[config.mk]
export PLATFORM = sky130hd
export DESIGN_NAME = serial_compare_ctrl
export DESIGN_NICKNAME = d
export VERILOG_FILES = /design/src/rtl/serial_compare_ctrl.sv
export SDC_FILE = /design/constraint.sdc
export NUM_CORES = 1
export LEC_CHECK = 0
export CORE_AREA = 2 2 52 54
export DETAILED_ROUTE_END_ITERATION = 10
export DIE_AREA = 0 0 54 56
export GPL_ROUTABILITY_DRIVEN = 0
export PLACE_DENSITY_LB_ADDON = 0.3
export SETUP_SLACK_MARGIN = 0.5
export SLEW_MARGIN = 10
export SYNTH_ARGS = -nofsm -noshare
export SYNTH_HDL_FRONTEND = slang
export SYNTH_SLANG_ARGS = --single-unit
[constraint.sdc]
create_clock -name clk -period 4.2 [get_ports clk]
set_input_delay 0.84 -clock clk [delete_from_list [all_inputs] [get_ports clk]]
set_output_delay 0.84 -clock clk [all_outputs]
set_load 0.01 [all_outputs]
[src/rtl/serial_compare_ctrl.sv]
`default_nettype none
// ============================================================================
// Module      : serial_compare_ctrl
// Description : Bit-serial magnitude comparator sequencer. A single 1-bit
//               comparator slice is time-shared over the operand width,
//               walking from MSB to LSB one bit per clock and stopping at
//               the first differing bit.
//
// Ports
//   clk      in   1      system clock, rising-edge active
//   rst_n    in   1      asynchronous active-low reset
//   start    in   1      request a comparison (accepted in IDLE or DONE)
//   A, B     in   WIDTH  operands, captured on the edge that accepts start
//   busy     out  1      high while the comparison is running
//   done     out  1      one-cycle pulse, result flags valid
//   f1       out  1      A >  B
//   f2       out  1      A == B
//   f3       out  1      A <  B
//   bit_idx  out  IDX_W  index of the bit compared this cycle (debug)
//
// Revision    : 1.0  initial release
// ============================================================================
module serial_compare_ctrl #(
    parameter int WIDTH = 8,
    parameter int IDX_W = $clog2(WIDTH)
) (
    input  logic             clk,
    input  logic             rst_n,
    input  logic             start,
    input  logic [WIDTH-1:0] A,
    input  logic [WIDTH-1:0] B,
    output logic             busy,
    output logic             done,
    output logic             f1,
    output logic             f2,
    output logic             f3,
    output logic [IDX_W-1:0] bit_idx
);

    typedef enum logic [1:0] {
        ST_IDLE = 2'd0,
        ST_RUN  = 2'd1,
        ST_DONE = 2'd2
    } state_t;

    localparam logic [IDX_W-1:0] c_MSB_IDX = IDX_W'(WIDTH - 1);

    // Flag encoding {f1, f2, f3}
    localparam logic [2:0] c_FLAG_NONE = 3'b000;
    localparam logic [2:0] c_FLAG_GT   = 3'b100;
    localparam logic [2:0] c_FLAG_EQ   = 3'b010;
    localparam logic [2:0] c_FLAG_LT   = 3'b001;

    state_t           state_q,   state_d;
    logic [WIDTH-1:0] a_q,       a_d;
    logic [WIDTH-1:0] b_q,       b_d;
    logic [IDX_W-1:0] bit_idx_q, bit_idx_d;
    logic [2:0]       flags_q,   flags_d;
    logic             busy_q,    busy_d;
    logic             done_q,    done_d;

    // The shared 1-bit comparator slice
    logic w_a_bit;
    logic w_b_bit;
    logic w_slice_gt;
    logic w_slice_lt;

    assign w_a_bit    = a_q[bit_idx_q];
    assign w_b_bit    = b_q[bit_idx_q];
    assign w_slice_gt = w_a_bit & ~w_b_bit;
    assign w_slice_lt = ~w_a_bit & w_b_bit;

    always_comb begin
        state_d   = state_q;
        a_d       = a_q;
        b_d       = b_q;
        bit_idx_d = bit_idx_q;
        flags_d   = flags_q;

        case (state_q)
            ST_IDLE, ST_DONE: begin
                // DONE accepts start exactly like IDLE so back-to-back
                // comparisons lose no cycle.
                if (start) begin
                    a_d       = A;
                    b_d       = B;
                    bit_idx_d = c_MSB_IDX;
                    flags_d   = c_FLAG_NONE;
                    state_d   = ST_RUN;
                end else begin
                    state_d   = ST_IDLE;
                end
            end

            ST_RUN: begin
                // start is deliberately ignored here: no queuing, and the
                // latched operands are not disturbed.
                if (w_slice_gt) begin
                    flags_d = c_FLAG_GT;
                    state_d = ST_DONE;
                end else if (w_slice_lt) begin
                    flags_d = c_FLAG_LT;
                    state_d = ST_DONE;
                end else if (bit_idx_q == '0) begin
                    // Every bit matched; leave before the index could wrap.
                    flags_d = c_FLAG_EQ;
                    state_d = ST_DONE;
                end else begin
                    bit_idx_d = bit_idx_q - 1'b1;
                end
            end

            default: begin
                state_d = ST_IDLE;
            end
        endcase

        // Moore outputs registered from the next state so they line up
        // with the state register.
        busy_d = (state_d == ST_RUN);
        done_d = (state_d == ST_DONE);
    end

    always_ff @(posedge clk or negedge rst_n) begin
        if (!rst_n) begin
            state_q   <= ST_IDLE;
            a_q       <= '0;
            b_q       <= '0;
            bit_idx_q <= '0;
            flags_q   <= c_FLAG_NONE;
            busy_q    <= 1'b0;
            done_q    <= 1'b0;
        end else begin
            state_q   <= state_d;
            a_q       <= a_d;
            b_q       <= b_d;
            bit_idx_q <= bit_idx_d;
            flags_q   <= flags_d;
            busy_q    <= busy_d;
            done_q    <= done_d;
        end
    end

    assign busy    = busy_q;
    assign done    = done_q;
    assign f1      = flags_q[2];
    assign f2      = flags_q[1];
    assign f3      = flags_q[0];
    assign bit_idx = bit_idx_q;

endmodule
`default_nettype wire

==> results.cfg, run 1 <==
[die]
floorplan.initialDensity = 0.512
ioPinCount = 27
die_area_sq_mm = 0.00302
die_w_um = 54
rows = 18
die_height_um = 56
core_area_sq_mm = 0.00243

[cts]
cts_hold_buf = 0
cts_resized = 0
cts_tree = yes
clock_sinks = 26
cts_buffers = 3
clk_latency_ns = 0.32
postCtsSetupRepairBufs = 0
ctsLongestPathBuffers = 2
cts-root-buf = clkbuf_4
clk_pin_slew_ns = 0.14
cts-htree-levels = 1

[power_and_ir_drop]
p_sw_frac = 0.341
switching_power_mw = 0.335
pwr-share-seq = 0.444
power_density_mw_per_mm2 = 636
vdd_drop_max_mv = 0.335
clkPwrFrac = 0.107
p_leak_nw = 0.683
intPower_mw = 0.648
comb_power_share = 0.449

[layout]
post-route-util = 0.636
antenna_cells = 0
drive_gt1_frac = 0.231
area_delta_synth_final_pct = 24.2
fillers = 199
nNetsFinal = 147

[logic_synthesis]
synth_top_area_share = 0.523
syn_inst = 96
ys_top_cells_by_area = dfrtp_1 (52%), mux2_2 (16%), mux4_2 (7.2%), ha_1 (5.0%), buf_2 (2.0%)
synth-edff-count = 0
synth_flop_cell = dfrtp_1
yosysWarningCount = 0
syn_nets = 120
yosysTopAreaCell = dfrtp_1
synth_cell_type_count = 24
synth.avg_cell_area_sq_um = 13.0
synthArstFlopShare = 1.00
synth.ff_latch_count = 26
syn_area_sq_mm = 0.00124
ys_seq_area_frac = 0.523

[global_route]
gr-usage-met1 = 0.235
track_usage = 0.183
use_met2 = 0.294
grt_max_degree = 27
globalRoute.busiestLayer = met2
grt_pass1_vias = 852
use_met3 = 0.0349
grt_pass1_wl_um = 4000
antenna_found_initial = 0
gr-total-overflow = 0

[sta]
tns_ns = 0
worst_slew_pin_slew_ns = 0.559
post-route-period-util = 0.657
setup_violations = 0
rsz0062_at_grt = no
whs_ns = 0.489
skew_ns = 0.00671
relSlewSlack = 0.627
fmax_ghz = 0.362
hold_viol = 0
final_max_slew_viol_count = 0
fin_crit_ns = 2.76

[setup_path]
worstPathRequired_ns = 4.44
r2r_cells = 7
critPathArrivalTime_ns = 3.00
worstPathMaxFanout = 9
startpoint_type = register
critPathKind = reg -> reg
worstSetupEndpointType = register

[route]
drcViolationCount = 0
via_count = 810
drt-initial-drc-count = 12
first_pass_iters = 4
wl_per_cell_um = 14.9
drt_wl_total_um = 2250
viasPerCell = 5.36
drt.antenna.violating_nets = 0

[placed_design]
hpwlAfterDp_um = 1740
numPortBuffers = 26

[min_path]
worstHoldPathType = in -> async

[job]
cap_violations = 0

[status]
status = complete, no violations
Yosys cell counts, drive strengths merged (3+ instances only):
cell	n
mux4	4
nor2b	4
dfrtp	26
buf	5
o21ai	3
ha	5
nor2	4
mux2	18
inv	6
power groups by stage:
stage | Combinational, mW | Clock [mW] | Sequential, mW
after floorplan | 0.354 | 0 | 0.407
after global placement | 0.430 | 0 | 0.440
after detailed placement | 0.448 | 0 | 0.445
after CTS | 0.451 | 0.108 | 0.438
after global routing | 0.494 | 0.123 | 0.453
final | 0.442 | 0.105 | 0.436
registers in the layout (all words and copies together), names as in the netlist:
register / flops
done: 1
a_q: 8
state_q: 2
bit_idx: 3
b_q: 8
busy: 1
flags_q: 3
cells by family after synthesis:
group	after synthesis	share of synthesized area
muxes	24	0.251
DFF	26	0.523
adders and majority gates	5	0.0503
AOI/OAI and AO/OA	11	0.0573
buffers and inverters	12	0.0412
and+or+nand+nor	18	0.0774
final cells by class:
type,instances,area [sq um],share of cell area
Inverter,6,22.5,0.0146
Clock buffer,3,22.5,0.0146
Timing Repair Buffer,28,270,0.175
Tap cell,30,37.5,0.0243
Sequential cell,26,651,0.421
Multi-Input combinational cell,58,543,0.351
cells in the final DEF, fill, tap and decap left out, drive strengths merged:
cell type	count
nor2	4
nand2	2
clkdlybuf4s50	25
clkbuf	3
o311ai	1
o22ai	1
nor3	2
o211ai	1
nor4	1
nor2b	4
o21ai	3
nand2b	2
or3	2
mux2i	2
a21oi	1
a31oi	1
mux2	18
a21o	2
buf	3
nor3b	1
inv	6
mux4	4
ha	5
o21bai	1
dfrtp	26
routing by layer:
| metal | routed length (um) | up-vias |
|---|---|---|
| met5 | 0 | - |
| met4 | 24 | 0 |
| met3 | 84 | 2 |
| met2 | 1210 | 14 |
| met1 | 928 | 406 |
| li1 | - | 388 |
metrics by stage:
stage	cell area [sq um]	std cells	total power, mW	worst slack (ns)
floorplan	1240	96	0.761	1.60
global placement	1530	148	0.870	1.56
detailed placement	1530	148	0.893	1.48
CTS	1550	151	0.997	1.43
global route	1550	151	1.07	1.25
finish	1550	151	0.984	1.44
worst paths after layout:
kind | slack (ns) | start | end
max in group asynchronous | 3.34 | rst_n | a_q[7]
min in group clk | 0.52 | b_q[6] | b_q[6]
worst min register to register | 0.52 | b_q[6] | b_q[6]
worst max-delay path | 1.44 | bit_idx[0] | bit_idx[0]
worst min-delay path | 0.49 | rst_n | b_q[4]
worst max register to register | 1.44 | bit_idx[0] | bit_idx[0]
critical path, cell delays in order, from the launching register on:
cell	delay [ns]
dfrtp_1	0.59
mux4_2	0.55
mux2i_1	0.26
inv_1	0.08
ha_1	0.21
or3_1	0.45
or3_1	0.39
a31oi_1	0.17
Note: power is estimated with default switching activity, not from simulation.
==> inputs of run 2 (changes only) <==
--- a/config.mk
+++ b/config.mk
@@ -5,9 +5,9 @@
 export SDC_FILE = /design/constraint.sdc
 export NUM_CORES = 1
 export LEC_CHECK = 0
-export CORE_AREA = 2 2 52 54
+export CORE_AREA = 2 2 57 59
 export DETAILED_ROUTE_END_ITERATION = 10
-export DIE_AREA = 0 0 54 56
+export DIE_AREA = 0 0 59 61
 export GPL_ROUTABILITY_DRIVEN = 0
 export PLACE_DENSITY_LB_ADDON = 0.3
 export SETUP_SLACK_MARGIN = 0.5
==> constraint.sdc (replaced) <==
create_clock -name clk -period 2.5 [get_ports clk]
set_input_delay 0.5 -clock clk [delete_from_list [all_inputs] [get_ports clk]]
set_output_delay 0.5 -clock clk [all_outputs]
set_load 0.01 [all_outputs]
==> run 2 against run 1 <==
Clock-buffer cell count unchanged. Final area up 12%. Via count up 6.4%. Clock power rose to 2.7 times the previous value. Critical endpoint unchanged. Total power up 120%. Global-route usage down 4.4 points. Sequential share of layout area down 4.3 points. Clock skew up 0.0061 ns. Largest cell class unchanged. Fmax up 11%. Worst setup slack worse by 1.4 ns. Final cell count up 8.6%. Die area up 19%.
==> results.cfg, run 2 (synthesis gave the netlist of run 1 again) <==
[sta]
final_max_slew_viol_count = 0
post-route-period-util = 0.996
rsz0062_at_grt = yes
setup_violations = 0
hold_viol = 0
relSlewSlack = 0.631
tns_ns = 0
fmax_ghz = 0.402
skew_ns = 0.0128
layout_setup_ws_ns = 0.00977
worst_slew_pin_slew_ns = 0.552
fin_crit_ns = 2.49

[route]
via_count = 862
viasPerCell = 5.26
drt.antenna.violating_nets = 0
drt-initial-drc-count = 24
first_pass_iters = 4
wl_per_cell_um = 14.2
drcViolationCount = 0
drt_wl_total_um = 2320

[layout]
area_delta_synth_final_pct = 39.2
postLayoutCellArea_sq_mm = 0.00173
antenna_cells = 0
regArea_sq_um = 654
drive_gt1_frac = 0.389
final_common_cell = clkdlybuf4s50_1
largestRegisters = a_q (8), b_q (8)
nNetsFinal = 156
mostFrequentLayoutCells = clkdlybuf4s50_1 (25), dfrtp_1 (23), mux2_2 (16), buf_4 (11), inv_1 (6)
post-route-util = 0.587
fillers = 249
multiInputGateArea_sq_um = 621

[min_path]
hp-start = b_q[0]
hold_path_depth = 1
worstHoldPathType = reg -> reg

[die]
rows = 20
die_height_um = 61
die_area_sq_mm = 0.00360
core_area_sq_mm = 0.00295
floorplan.initialDensity = 0.422
die_w_um = 59
ioPinCount = 27

[setup_path]
worstSetupEndpointType = register
r2r_cells = 7
worstPathRequired_ns = 2.75
critPathKind = reg -> reg
rr_startpoint = bit_idx[0]
crit_cells = 7
worstSetupStartpoint = bit_idx[0]
cpMaxStageDelayCell = mux4_2
critPathArrivalTime_ns = 2.74
critPathMaxStageDelay_ns = 0.53
critPathBufInv = 1
path_delay_family = simple AND/OR/NAND/NOR gates
crit_chain = mux4_2, mux2i_2, inv_1, ha_2, or3_4, or3_1, a31oi_1
startpoint_type = register
worstPathMaxFanout = 5

[cts]
clk_latency_ns = 0.32
cts_buffers = 3
ctsLongestPathBuffers = 2
cts-root-buf = clkbuf_4
cts_tree = yes
cts-htree-levels = 1
clk_pin_slew_ns = 0.15
clock_sinks = 26

[placed_design]
place_ws_ns = -0.0233
placed_area_sq_mm = 0.00157
numPortBuffers = 26
hpwlAfterDp_um = 1620

[power_and_ir_drop]
vdd_drop_max_mv = 0.610
total_power_mw = 2.18
p_leak_nw = 0.732
power_density_mw_per_mm2 = 1260

[global_route]
grt_pass1_wl_um = 3770
gr-total-overflow = 0
grt_max_degree = 27
track_usage = 0.138
grt_pass1_vias = 866
antenna_found_initial = 0

[status]
status = complete, no violations

[job]
cap_violations = 0
==> run 2: changes by cell type in the layout (fill, tap and decap cells not counted), moves of 2 or more <==
cell / delta
buf_4: +9
dfrtp_1: -3
dfrtp_2: +3
ha_1: -3
nor2_1: -3
ha_4: +2
mux2_2: -2
mux2_4: +2
mux2i_1: -2
mux2i_2: +2
nor2_2: +2
==> run 2: path summary, 6_finish.rpt <==
| check | to | slack (ns) |
|---|---|---|
| max | bit_idx[0] | 0.01 |
| min reg2reg | b_q[0] | 0.52 |
| min | b_q[0] | 0.52 |
| max reg2reg | bit_idx[0] | 0.01 |
| min in group asynchronous | state_q[0] | 0.53 |
| max in group asynchronous | bit_idx[2] | 1.69 |
==> run 2: where the power goes <==
group	leakage (nW)	switching [mW]	internal, mW
combinational	0.399	0.462	0.709
clock	0.0279	0.122	0.162
sequential	0.306	0.125	0.602
==> run 2: per-layer routing <==
| metal | share of wire | global-route usage | up-vias |
|---|---|---|---|
| li1 | - | - | 407 |
| met1 | 0.44 | 0.175 | 433 |
| met2 | 0.52 | 0.249 | 22 |
| met4 | 0 | 0.0292 | 0 |
| met3 | 0.039 | 0.0256 | 0 |
| met5 | 0 | 0 | - |
==> run 2: timing repair <==
item | 4_1_cts | 5_1_grt
hold buffers | 0 | 0
setup buffers | 2 | 3
pin swaps | 3 | 7
setup endpoints to repair | 11 | 12
hold endpoints to repair | 0 | 0
gates resized for setup | 7 | 11
==> run 2: per-stage QoR <==
step	hold slack [ns]	instances
2_1_floorplan	0.204	96
3_3_place_gp	0.490	155
3_5_place_dp	0.499	155
4_1_cts	0.531	161
5_1_grt	0.544	164
6_report	0.524	164
==> run 2: area by class of cell <==
| cell class | instances | area share |
|---|---|---|
| timing repair buffer | 37 | 0.197 |
| tap | 33 | 0.0238 |
| clock buffer | 3 | 0.0130 |
| inverter | 6 | 0.0130 |
| multi-input combinational | 58 | 0.358 |
| clock inverter | 1 | 0.0173 |
| sequential | 26 | 0.378 |
